File: config.mk
export PLATFORM = sky130hd
export DESIGN_NAME = fetch_stage
export DESIGN_NICKNAME = d
export VERILOG_FILES = /design/src/rtl/fetch_stage.sv
export SDC_FILE = /design/constraint.sdc
export NUM_CORES = 1
export LEC_CHECK = 0
export ABC_AREA = 1
export CAP_MARGIN = 20
export CORE_AREA = 2 2 196 198
export CTS_CLUSTER_DIAMETER = 150
export CTS_CLUSTER_SIZE = 8
export DETAILED_ROUTE_END_ITERATION = 12
export DIE_AREA = 0 0 198 200
export GPL_TIMING_DRIVEN = 0
export PLACE_DENSITY = 0.54
export SLEW_MARGIN = 20
export SYNTH_ARGS = -nofsm -noshare
export SYNTH_HDL_FRONTEND = slang
export SYNTH_SLANG_ARGS = --single-unit
File: constraint.sdc
create_clock -name clk -period 7.6 [get_ports clk]
set_input_delay 2.28 -clock clk [delete_from_list [all_inputs] [get_ports clk]]
set_output_delay 2.28 -clock clk [all_outputs]
set_load 0.005 [all_outputs]
File: src/rtl/fetch_stage.sv
// Fetch stage: latches the next-PC group, pairs it with the I-cache line, applies
// held/live branch predictions, truncates after the first taken slot and feeds decode.
module fetch_stage #(
    parameter int FETCH_WIDTH = 2,
    parameter int PC_WIDTH    = 32,
    parameter int INSN_WIDTH  = 32,
    parameter int LINE_BYTES  = 16
) (
    input  logic                            clk,
    input  logic                            rst,
    input  logic [FETCH_WIDTH-1:0]          npValid,
    input  logic [PC_WIDTH-1:0]             npPC,
    input  logic                            stall,
    input  logic                            clear,
    input  logic                            icHit,
    input  logic [LINE_BYTES*8-1:0]         icLine,
    input  logic [FETCH_WIDTH-1:0]          btbHit,
    input  logic [FETCH_WIDTH*PC_WIDTH-1:0] btbOut,
    input  logic [FETCH_WIDTH-1:0]          brPredTaken,
    output logic [FETCH_WIDTH-1:0]          fetchStageIsValid,
    output logic [FETCH_WIDTH*PC_WIDTH-1:0] fetchStagePC,
    output logic [FETCH_WIDTH-1:0]          btbHitOut,
    output logic [FETCH_WIDTH*PC_WIDTH-1:0] btbTargetOut,
    output logic [FETCH_WIDTH-1:0]          predTakenOut,
    output logic                            icMissStallReq,
    output logic [FETCH_WIDTH-1:0]          decValid,
    output logic [FETCH_WIDTH*PC_WIDTH-1:0] decPC,
    output logic [FETCH_WIDTH*INSN_WIDTH-1:0] decInsn,
    output logic [FETCH_WIDTH-1:0]          decPredTaken,
    output logic                            dbg_state
);
    localparam int OFF_W = $clog2(LINE_BYTES);
    localparam int IDX_W = OFF_W - 2;

    typedef enum logic {ST_RUN = 1'b0, ST_MISS = 1'b1} state_e;

    state_e                          state_q, state_d;
    logic [FETCH_WIDTH-1:0]          reg_valid_q, reg_valid_d;
    logic [PC_WIDTH-1:0]             reg_pc_q, reg_pc_d;
    logic                            reg_stall_q, reg_stall_d;
    logic [FETCH_WIDTH-1:0]          held_hit_q, held_hit_d;
    logic [FETCH_WIDTH-1:0]          held_taken_q, held_taken_d;
    logic [FETCH_WIDTH*PC_WIDTH-1:0] held_tgt_q, held_tgt_d;

    logic [FETCH_WIDTH-1:0]          eff_hit, eff_taken;
    logic [FETCH_WIDTH*PC_WIDTH-1:0] eff_tgt;
    logic [IDX_W:0]                  word_idx [FETCH_WIDTH];
    logic [FETCH_WIDTH-1:0]          line_ok, trunc_ok;
    logic                            taken_seen;
    logic [PC_WIDTH-1:0]             slot_pc;

    always_ff @(posedge clk or posedge rst) begin
        if (rst) begin
            state_q      <= ST_RUN;
            reg_valid_q  <= '0;
            reg_pc_q     <= '0;
            reg_stall_q  <= 1'b0;
            held_hit_q   <= '0;
            held_taken_q <= '0;
            held_tgt_q   <= '0;
        end else begin
            state_q      <= state_d;
            reg_valid_q  <= reg_valid_d;
            reg_pc_q     <= reg_pc_d;
            reg_stall_q  <= reg_stall_d;
            held_hit_q   <= held_hit_d;
            held_taken_q <= held_taken_d;
            held_tgt_q   <= held_tgt_d;
        end
    end

    // Pipeline register and prediction capture; clear beats stall.
    always_comb begin
        reg_valid_d  = reg_valid_q;
        reg_pc_d     = reg_pc_q;
        reg_stall_d  = stall;
        held_hit_d   = held_hit_q;
        held_taken_d = held_taken_q;
        held_tgt_d   = held_tgt_q;
        if (clear) begin
            reg_valid_d  = '0;
            held_hit_d   = '0;
            held_taken_d = '0;
            held_tgt_d   = '0;
        end else begin
            if (!stall) begin
                reg_valid_d = npValid;
                reg_pc_d    = npPC;
            end
            if (stall && !reg_stall_q) begin
                held_hit_d   = btbHit;
                held_taken_d = brPredTaken;
                held_tgt_d   = btbOut;
            end
        end
    end

    always_comb begin
        state_d        = state_q;
        icMissStallReq = 1'b0;
        case (state_q)
            ST_RUN: begin
                if ((|reg_valid_q) && !icHit && !clear) begin
                    state_d        = ST_MISS;
                    icMissStallReq = 1'b1;
                end
            end
            ST_MISS: begin
                if (clear || icHit) state_d = ST_RUN;
                else                icMissStallReq = 1'b1;
            end
            default: state_d = ST_RUN;
        endcase
    end

    assign dbg_state = state_q;

    // Slot outputs are zeroed for invalid register slots so reset shows all-zero outputs.
    always_comb begin
        eff_hit           = reg_stall_q ? held_hit_q   : btbHit;
        eff_taken         = reg_stall_q ? held_taken_q : brPredTaken;
        eff_tgt           = reg_stall_q ? held_tgt_q   : btbOut;
        taken_seen        = 1'b0;
        slot_pc           = '0;
        line_ok           = '0;
        trunc_ok          = '0;
        fetchStageIsValid = reg_valid_q;
        fetchStagePC      = '0;
        btbHitOut         = '0;
        btbTargetOut      = '0;
        predTakenOut      = '0;
        decValid          = '0;
        decPC             = '0;
        decInsn           = '0;
        decPredTaken      = '0;
        for (int i = 0; i < FETCH_WIDTH; i++) begin
            word_idx[i] = {1'b0, reg_pc_q[OFF_W-1:2]} + (IDX_W+1)'(i);
            slot_pc     = reg_pc_q + PC_WIDTH'(4 * i);
            // A slot whose word index wraps past the line end is never decoded.
            line_ok[i]  = reg_valid_q[i] && !word_idx[i][IDX_W];
            trunc_ok[i] = line_ok[i] && !taken_seen;
            if (line_ok[i] && eff_hit[i] && eff_taken[i]) taken_seen = 1'b1;
            if (reg_valid_q[i]) begin
                fetchStagePC[i*PC_WIDTH +: PC_WIDTH] = slot_pc;
                decPC[i*PC_WIDTH +: PC_WIDTH]        = slot_pc;
                btbHitOut[i]                         = eff_hit[i];
                predTakenOut[i]                      = eff_taken[i];
                btbTargetOut[i*PC_WIDTH +: PC_WIDTH] = eff_tgt[i*PC_WIDTH +: PC_WIDTH];
                decInsn[i*INSN_WIDTH +: INSN_WIDTH]  =
                    icLine[INSN_WIDTH*int'(word_idx[i][IDX_W-1:0]) +: INSN_WIDTH];
            end
            decValid[i]     = trunc_ok[i] && icHit && !stall && !clear;
            decPredTaken[i] = decValid[i] && eff_hit[i] && eff_taken[i];
        end
    end
endmodule
== After elaboration in Yosys (flattened, before gate mapping) ==
Cells that the tools add are included.

* Flip-flop bits (word level): 104
* Input bits: 235
* Output and inout port bits: 268
* Word-level logic and storage cells: 67

* Add/sub/neg operators: 2
* Equal/unequal tests: 1
* Shift-type cells: 2
* Mux-type cells: 25
* Bitwise logic cells: 3
* Reduce and logical (&&, ||, !) cells: 27

{| class="wikitable"
|+ Operator list
! cell !! number
|-
| 128-bit by 8-bit variable part select with 32-bit output || 2
|-
| 32-bit 2-to-1 mux || 6
|-
| 64-bit 2-to-1 mux || 3
|-
| 32-bit by 3-bit adder with 32-bit output, second input constant || 1
|-
| 1-bit logical AND || 17
|-
| 2-bit 2-to-1 mux || 8
|-
| 1-bit 2-to-1 mux || 7
|-
| 1-bit zero test || 6
|-
| 2-bit by 1-bit adder with 3-bit output, second input constant || 1
|-
| 1-bit NOT || 3
|-
| 2-bit by 1-bit != test with 1-bit output, second input constant || 1
|-
| 1-bit case mux with 2 select lines || 1
|-
| 2-bit AND reduction || 1
|-
| 2-bit nonzero test || 1
|-
| 2-bit OR reduction || 1
|-
| 1-bit logical OR || 1
|}

== Depth between registers and ports, before layout ==
Gate-level depths: netlist of the first run.

* Depth after elaboration: 11
* Gate-level depth with buffers: 11

== Worst setup path after synthesis of the first run ==
No wires, ideal clock.

* Kind: input port to output port
* Start point: in clear
* End point: out decPredTaken[1]
* Arrival time: 2935 ps
* Setup slack: 2385 ps
* Stages on the path: 4
* Path buffers: 1
* Path through: nor2_1 -> buf_2 -> nand4_1 -> nor3_1

* Word-level cells in the longest chain between the ends: 4

{| class="wikitable"
|+ Ends and longest elaborated chain
! item !! line !! source
|-
| from (decl) || 14 || <nowiki>input logic clear,</nowiki>
|-
| 1-bit zero test || 152 || <nowiki>decValid[i] = trunc_ok[i] && icHit && !stall && !clear;</nowiki>
|-
| 1-bit logical AND || 152 ||
|-
| 1-bit logical AND (2 in series) || 153 || <nowiki>decPredTaken[i] = decValid[i] && eff_hit[i] && eff_taken[i];</nowiki>
|-
| to (decl) || 29 || <nowiki>output logic [FETCH_WIDTH-1:0] decPredTaken,</nowiki>
|}

Every way passes these cells.

== Worst setup path after layout of the first run ==
* Start point: in stall
* End point: out decPredTaken[0]

* Word-level cells in the longest chain between the ends: 5

{| class="wikitable"
|+ Ends and longest elaborated chain
! item !! line !! source
|-
| from (decl) || 13 || <nowiki>input logic stall,</nowiki>
|-
| 1-bit zero test || 152 ||
|-
| 1-bit logical AND (2 in series) || 152 ||
|-
| 1-bit logical AND (2 in series) || 153 ||
|}

Every way passes these cells.

==> impl_metrics.env, run 1 <==
export IMPL_io_buffer_count=502
export IMPL_grt_max_degree=59
export IMPL_ys_warnings_count=0
export IMPL_ys_ff_latch=104
export IMPL_cts_tree="built"
export IMPL_clkTransAtPathRegs_ps=80
export IMPL_yosys_area_top_type="dfrtp_1"
export IMPL_finalHoldViolCount=0
export IMPL_ioPinCount=503
export IMPL_dp_cells=2407
export IMPL_drive_gt1_share_pct=7.27
export IMPL_grt_pass1_vias=11000
export IMPL_finalCritPeriodShare_pct=86.1
export IMPL_grt_pass1_wl_mm=69.2
export IMPL_die_h_um=200
export IMPL_min_to="reg_pc_q[0]$_DFFE_PP0P_"
export IMPL_r2r_start="reg_stall_q$_DFF_PP0_"
export IMPL_use_met1_pct=30.4
export IMPL_setup_ws_ps=1060
export IMPL_grt_usage_pct=23.5
export IMPL_start_util_pct=23.1
export IMPL_clk_latency_ps=360
export IMPL_antenna_found_initial=7
export IMPL_ant_nets=0
export IMPL_crit_path_end_kind="primary output"
export IMPL_vias_per_cell=4.72
export IMPL_power_density_nw_per_um2=136
export IMPL_gp_congestion=0.962
export IMPL_power_uw=1990
export IMPL_h_tree_depth=3
export IMPL_syn_inst=1393
export IMPL_hold_start="reg_pc_q[0]$_DFFE_PP0P_"
export IMPL_min_path_type="reg2reg"
export IMPL_fmax_ghz=0.153
export IMPL_layout_commonest_cell="clkdlybuf4s50_1"
export IMPL_setup_tns_ps=0
export IMPL_ys_seq_area_share_pct=30.2
export IMPL_whs_ps=506
export IMPL_synth_area_leaders="dfrtp_1 30%, nand2_1 15%, a21oi_1 13%, inv_1 9.1%, o21ai_0 7.8%"
export IMPL_post_cts_buffers=0
export IMPL_die_area_um2=39600
export IMPL_wire_per_inst_um=20.1
export IMPL_chipWidth_um=198
export IMPL_cts_root_buf="clkbuf_16"
export IMPL_grtUsageMet2_pct=39.3
export IMPL_design_core_area_um2=37400
export IMPL_vias=11500
export IMPL_rsz0062_at_grt="no"
export IMPL_busiest_layer="met2"
export IMPL_critPathRequiredTime_ps=5320
export IMPL_r2r_slack_ps=5900
export IMPL_syn_to_final_growth_pct=70.0
export IMPL_min_delay_path_depth=2
export IMPL_grt_overflow_total=0
export IMPL_wl_mm=48.9
export IMPL_worst_setup_path_start_kind="input pin"
export IMPL_status="finished, final reports clean"
export IMPL_setup_violations=0
export IMPL_worst_pin_slew_ps=829
export IMPL_yosysTopAreaCellShare_pct=30.2
export IMPL_firstDrtPassIters=7
export IMPL_critical_path_class="in2out"
export IMPL_cts_hold_buf=0
export IMPL_netlist_area_um2=8620
export IMPL_dp_slack_ps=1010
export IMPL_hpwl_mm=39.3
export IMPL_reg2reg_to="held_tgt_q[9]$_DFFE_PP0P_"
export IMPL_period_minus_slack_ps=6540
export IMPL_fin_nets=2143
export IMPL_p_leak_uw=0.00617
export IMPL_finClkSkew_ps=7.72
export IMPL_rr_worst_depth=5
export IMPL_route_detailed_drc=0
export IMPL_arrival_ps=4260
export IMPL_cts_buffers=9
export IMPL_met3_usage_pct=4.87
export IMPL_synthesis_nets=1629
export IMPL_crit_fanout=10
export IMPL_max_vdd_ir_drop_mv=0.134
export IMPL_num_rows=71
export IMPL_avgSynthCellArea_um2=6.19
export IMPL_ys_types=27
export IMPL_cts_max_path_buffers=2
export IMPL_stdcell_count=2430
export IMPL_slew_headroom_pct=44.7
export IMPL_clock_sinks=104
export IMPL_most_common_layout_cells="502 x clkdlybuf4s50_1, 337 x nand2_1, 232 x a21oi_1"
export IMPL_dr_first_iter_drc_count=771
export IMPL_maxCapViolations=0
export IMPL_slew_violations=0
export IMPL_cts_resized=0
## cell usage after synthesis
master	count
nor2_4	1
a21oi_1	232
inv_1	208
dfrtp_1	104
a21oi_2	1
nand4_1	1
nand2_2	2
nor3_1	5
xor2_1	6
buf_1	6
buf_6	2
o22ai_1	66
o21ai_0	134
clkbuf_1	51
o211ai_1	32
inv_2	4
nor2_1	70
o32ai_1	1
nor2_8	1
buf_4	67
xnor2_1	1
ha_1	1
nand2_1	337
nand3_1	16
buf_2	38
nor2_2	5
o21ai_1	1
## registers in the layout (all words and copies together), names as in the netlist
name               cells
held_taken_q           2
reg_pc_q              32
reg_stall_q            1
fetchStageIsValid      2
held_tgt_q            64
dbg_state              1
held_hit_q             2
## how the worst max path moves through the flow
stage	depth (start not counted)	startpoint	endpoint	slack [ps]
2_1_floorplan	4	clear	decPredTaken[1]	2380
3_3_place_gp	2	rst	held_tgt_q[44]$_DFFE_PP0P_	490
3_5_place_dp	6	stall	decPredTaken[0]	1010
4_1_cts	6	stall	decPredTaken[0]	990
5_1_grt	6	stall	decPredTaken[1]	880
6_report	6	stall	decPredTaken[0]	1060
## per-layer routing
metal	up-vias	wire length, um
met4	2	1180
li1	5469	-
met1	5363	20300
met2	585	23600
met3	62	3750
met5	-	13
## cells by family (layout without fill, tap and decap cells)
| kind of cell | after synthesis | count (layout) | share of synthesized area [%] |
|---|---|---|---|
| buf+inv | 376 | 895 | 20.0 |
| other cells | 0 | 7 | 0 |
| flops | 104 | 104 | 30.2 |
| fa+ha+maj | 1 | 1 | 0.145 |
| compound gates | 467 | 467 | 29.1 |
| simple gates | 438 | 438 | 19.9 |
| xor+xnor | 7 | 7 | 0.711 |
## cell type report
type,instances,area (um^2)
Inverter,212,801
Fill cell,4022,22700
Clock buffer,9,225
Antenna cell,7,17.5
Sequential cell,104,2600
Tap cell,511,639
Timing Repair Buffer,503,5050
Multi-Input combinational cell,913,4300
Clock inverter,7,92.6
Buffer,164,930
## critical path, cell delays in order
cell,delay [ps]
clkdlybuf4s50_1,540
nor2_1,200
buf_2,250
nand3_1,180
nor3_1,220
clkdlybuf4s50_1,590
## through the flow
step / area [um^2] / util, %
after floorplan: 8620 / -
after global placement: 14300 / 38.2
after detailed placement: 14300 / 38.3
after CTS: 14600 / 39.1
after global routing: 14700 / 39.2
final: 14700 / 39.2
## power breakdown
group          internal (uW)  leakage, uW  switching [uW]
Clock                    266     0.000156             259
Sequential               596      0.00137            46.6
Combinational            372      0.00465             449
No activity file was read; power rests on OpenSTA's default activity.
==> run 2: changes to the inputs <==
Settings changed: CTS_CLUSTER_DIAMETER 150 to 120.
==> results of run 2 <==
Same layout as run 1: the final DEF is identical, and so are final timing and power.
==> run 3: changes to the inputs <==
Settings changed: CAP_MARGIN 20 to not set.
==> results of run 3 <==
Same layout as run 1: the final DEF is identical, and so are final timing and power.
